## src/rtl/if_stage.sv

```systemverilog
// -----------------------------------------------------------------------------
// if_stage
//   MIPS instruction-fetch stage with the IF/ID pipeline register.
//   Owns the PC, presents it to the instruction memory (combinational read,
//   same-cycle data) and latches the fetched word together with PC+4 into
//   IF/ID for decode. Handles load-use stall, EX branch redirect, ID jump
//   redirect and explicit flush.
//
// Ports
//   clk              rising-edge clock
//   reset            asynchronous, active-high
//   imem_address     instruction memory address (always equals pc)
//   imem_instruction instruction memory read data
//   stall            hold pc, IF/ID and fetch_count
//   flush            insert a bubble into IF/ID
//   branch_taken     EX-stage branch resolved taken
//   branch_target    branch destination
//   jump             ID-stage j/jal decoded
//   jump_target      jump destination
//   pc               current fetch PC
//   if_id_instr      registered instruction for decode
//   if_id_pc_plus4   registered PC+4 of that instruction
//   if_id_valid      1 = if_id_instr is a real fetched instruction
//   fetch_count      number of valid instructions latched into IF/ID
// -----------------------------------------------------------------------------
module if_stage #(
    parameter logic [31:0] RESET_PC  = 32'h0000_0000,
    parameter logic [31:0] NOP_INSTR = 32'h0000_0000,
    parameter int          CNT_W     = 32
) (
    input  logic             clk,
    input  logic             reset,
    output logic [31:0]      imem_address,
    input  logic [31:0]      imem_instruction,
    input  logic             stall,
    input  logic             flush,
    input  logic             branch_taken,
    input  logic [31:0]      branch_target,
    input  logic             jump,
    input  logic [31:0]      jump_target,
    output logic [31:0]      pc,
    output logic [31:0]      if_id_instr,
    output logic [31:0]      if_id_pc_plus4,
    output logic             if_id_valid,
    output logic [CNT_W-1:0] fetch_count
);

    logic [31:0] pc_plus4;

    // Redirect targets are forced to a word boundary before reaching the PC.
    function automatic logic [31:0] word_align(input logic [31:0] target);
        return target & 32'hFFFF_FFFC;
    endfunction

    // Fetch: zero-latency memory, so the word for pc is available this cycle.
    assign imem_address = pc;
    assign pc_plus4     = pc + 32'd4;   // wraps silently at 2^32

    // IF/ID boundary: PC update and pipeline register, priority
    // branch > jump > stall > flush > normal fetch.
    always_ff @(posedge clk or posedge reset) begin
        if (reset) begin
            pc             <= RESET_PC;
            if_id_instr    <= NOP_INSTR;
            if_id_pc_plus4 <= 32'd0;
            if_id_valid    <= 1'b0;
            fetch_count    <= '0;
        end else if (branch_taken) begin
            pc             <= word_align(branch_target);
            if_id_instr    <= NOP_INSTR;
            if_id_pc_plus4 <= 32'd0;
            if_id_valid    <= 1'b0;
        end else if (jump) begin
            pc             <= word_align(jump_target);
            if_id_instr    <= NOP_INSTR;
            if_id_pc_plus4 <= 32'd0;
            if_id_valid    <= 1'b0;
        end else if (stall) begin
            // pc and fetch_count hold; a concurrent flush still kills IF/ID.
            if (flush) begin
                if_id_instr    <= NOP_INSTR;
                if_id_pc_plus4 <= 32'd0;
                if_id_valid    <= 1'b0;
            end
        end else if (flush) begin
            pc             <= pc_plus4;
            if_id_instr    <= NOP_INSTR;
            if_id_pc_plus4 <= 32'd0;
            if_id_valid    <= 1'b0;
        end else begin
            pc             <= pc_plus4;
            if_id_instr    <= imem_instruction;
            if_id_pc_plus4 <= pc_plus4;
            if_id_valid    <= 1'b1;
            fetch_count    <= fetch_count + {{(CNT_W-1){1'b0}}, 1'b1};
        end
    end

endmodule

```

## config.mk

```make
export PLATFORM = sky130hd
export DESIGN_NAME = if_stage
export DESIGN_NICKNAME = d
export VERILOG_FILES = /design/src/rtl/if_stage.sv
export SDC_FILE = /design/constraint.sdc
export NUM_CORES = 1
export LEC_CHECK = 0
export ABC_AREA = 1
export BUFFER_PORTS_ARGS = -buffer_cell sky130_fd_sc_hd__clkbuf_2
export CORE_MARGIN = 3
export CORE_UTILIZATION = 40
export DETAILED_ROUTE_END_ITERATION = 7
export MAX_ROUTING_LAYER = met4
export PLACE_DENSITY_LB_ADDON = 0.25
export REMOVE_ABC_BUFFERS = 1
export SYNTH_ARGS = -nofsm -noshare
export SYNTH_HDL_FRONTEND = slang
export SYNTH_SLANG_ARGS = --single-unit
```

## constraint.sdc

```tcl
create_clock -name clk -period 4.02 [get_ports clk]
set_input_delay 0.804 -clock clk [delete_from_list [all_inputs] [get_ports clk]]
set_output_delay 0.804 -clock clk [all_outputs]
set_load 0.01 [all_outputs]
```

==> results.ini <==
[floorplanning]
core_area_um2=17420
io_pins=263
start_util_pct=41.27
num_rows=48
die_area_um2=19620
chipWidth_um=140.1
die_y_um=140.1

[synth]
netlist_top_cells_count=nand2_1 (370), dfrtp_1 (126), nor2_1 (126), inv_1 (72), nand3_1 (45)
synthFlopType=dfrtp_1
ys_top_cells_by_area=dfrtp_1 (44%), nand2_1 (19%), nor2_1 (6.6%)
synth-seq-cells=126
yosysWarnings=0
netlist_area_um2=7188
postSynthAreaPerCell_um2=7.350
synth.top_cell.area_share_pct=43.86
ys_types=33
postSynthCellCount=978
ys_seq_area_share_pct=43.86
synth_edf_count=0
async_reset_ff_share_pct=100.0
synth_top_cell_by_area=dfrtp_1
synth.most_common_cell=nand2_1

[setup_path]
r2r_end=imem_address[24]
critical_path_class=in2reg
path_cells=clkbuf_2 > nor2_4 > nand2_2 > nand2_1 > inv_2 > o21ai_0 > o21bai_1
worstSetupStartpoint=branch_taken
critPathTopFamily=simple AND/OR/NAND/NOR gates
crit_path_top_delay_cell=nand2_1
start_kind=input port
cp.depth=7
endpoint_kind=flop
critPathMaxStageDelay_ps=490
crit_fanout=28
path_buf_inv=2
crit_arrival_ps=2700
r2r-start=imem_address[2]
ff2ff_path_depth=10
crit_path_end=imem_address[10]
required_ps=4360
rrSetupSlack_ps=2190

[sta]
rsz0062_at_grt=no
worst_hold_slack_ps=476.0
fin_tns_setup_ps=0
fin_crit_sh_pct=58.67
min_period_ps=2358
relSlewSlack_pct=47.50
max_freq_ghz=0.4240
slew_viol_final=0
hold_viol_final=0
worstMarginPinSlew_ps=787.5
fin_skew_ps=12.29
finalSetupViolCount=0

[clock_network]
clockRootBuffer=clkbuf_16
cts_hold_buf=0
tritoncts=yes
clock_path_buffers=2
cts.sinks=126
cts_resized=0
clock_latency_ps=420
post-cts-setup-buffer-count=0
htreeDepth=4
cts_made_buffers=17
clk_pin_slew_worst_paths_ps=60

[global_routing]
grt_max_degree=68
grt_pass1_wl_um=34750
antenna_found_initial=0
grt_pass1_vias=6681
grt_use_total_pct=22.83
grt-ovfl-total=0

[power]
vdd_drop_max_v=0.0002695
p_int_mw=2.559
switching_share_pct=30.45
p_sw_mw=1.120
clkPwrFrac_pct=43.8
seqPwrFrac_pct=40.5
leakage_nw=4.931
p_per_area_nw_per_um2=407.5
comb_power_share_pct=15.6

[final_layout]
fillers=1725
fin_nets=1300
post-route-util_pct=51.85
finalNonFillerCells=1434
drive_above_1_share_pct=26.88
post-route-cell-area_um2=9030
area_delta_synth_final_pct=25.62
antenna_cells=0

[drt]
via_per_inst=4.782
first_iter_violations=379
ant_nets=0
drc=0
totalWireLength_um=21400
wire_per_inst_um=14.92
dr.pass1.iters=5
route.vias.total=6858

[placed_design]
io_buffer_count=254
gp_congestion=0.8950
hpwl_um=15740
dp.cells=1402
placed_cell_area_um2=8421

[hold_path]
worstHoldPathType=reg2reg
hold_start=if_id_valid

[outcome]
status=complete, no violations

[flow_run]
maxCapViolCount=0

-- logic make-up after synthesis --
group | synth area share, %
other | 0.05217
adders and majority gates | 0.3481
and+or+nand+nor | 33.59
AOI/OAI and AO/OA | 9.452
DFF | 43.86
buffers and inverters | 9.643
xor gates and xnor gates | 3.046
-- power by group through the flow --
| stage | clock, mW | sequential, mW | combinational (mW) |
|---|---|---|---|
| 6_report | 1.61 | 1.49 | 0.576 |
| 5_1_grt | 1.71 | 1.51 | 0.653 |
| 4_1_cts | 1.64 | 1.49 | 0.584 |
| 3_5_place_dp | 0 | 1.51 | 0.581 |
| 3_3_place_gp | 0 | 1.51 | 0.579 |
| 2_1_floorplan | 0 | 1.53 | 0.271 |
-- registers in the layout, indices dropped and copies added, names as in the netlist --
signal and count:
fetch_count 32, if_id_instr 32, if_id_pc_plus4 31, if_id_valid 1, imem_address 30
-- metrics by stage --
step                      power [mW]  worst slack [ps]
after floorplan                1.804            -139.9
after global placement         2.088              1182
after detailed placement       2.094              1198
after CTS                      3.714              1638
after global routing           3.867              1460
final                          3.680              1662
-- placed cells by master (no fill, tap or decap), drive strengths merged, types with 4 or more instances in the layout --
| cell | instances |
|---|---|
| xor2 | 18 |
| xnor2 | 7 |
| buf | 7 |
| inv | 80 |
| nand2 | 377 |
| dfrtp | 126 |
| clkbuf | 271 |
| o21bai | 5 |
| o21ai | 58 |
| conb | 4 |
| o211ai | 4 |
| nand3 | 47 |
| nand3b | 5 |
| a22o | 34 |
| nor2 | 143 |
| clkinv | 4 |
-- worst register-to-register path, cell delays in order, from the launching register on --
cell and delay, ps:
dfrtp_1 470, ha_1 250, nand2_1 80, nor2_2 170, nand2_1 140, nor2_2 240, nand2_1 80, nand2_1 80
nand3_1 70, nand2_1 90, nand2_1 40
-- how the worst min path moves through the flow --
stage,to,slack [ps],depth (start not counted)
CTS,if_id_valid,480,2
detailed placement,if_id_valid,470,2
global placement,if_id_valid,460,2
finish,if_id_valid,480,2
floorplan,if_id_valid,510,2
global route,if_id_pc_plus4[17],510,2
-- cell type report --
class                           count  area, um^2  area share [%]
Sequential cell                   126        3153           34.92
Inverter                           75       284.0           3.145
Clock inverter                     15       183.9           2.037
Clock buffer                       17       425.4           4.711
Timing Repair Buffer              261        1349           14.94
Multi-Input combinational cell    715        3353           37.13
Tap cell                          225       281.5           3.118
-- per-layer routing --
| metal | GRT usage, % | routed length (um) | up-vias |
|---|---|---|---|
| met5 | - | 0 | - |
| met4 | 5.864 | 227 | 0 |
| met3 | 3.995 | 1305 | 18 |
| met2 | 37.43 | 10250 | 242 |
| met1 | 29.52 | 9621 | 3114 |
| li1 | - | - | 3484 |
Note: power is estimated with default switching activity, not from simulation.
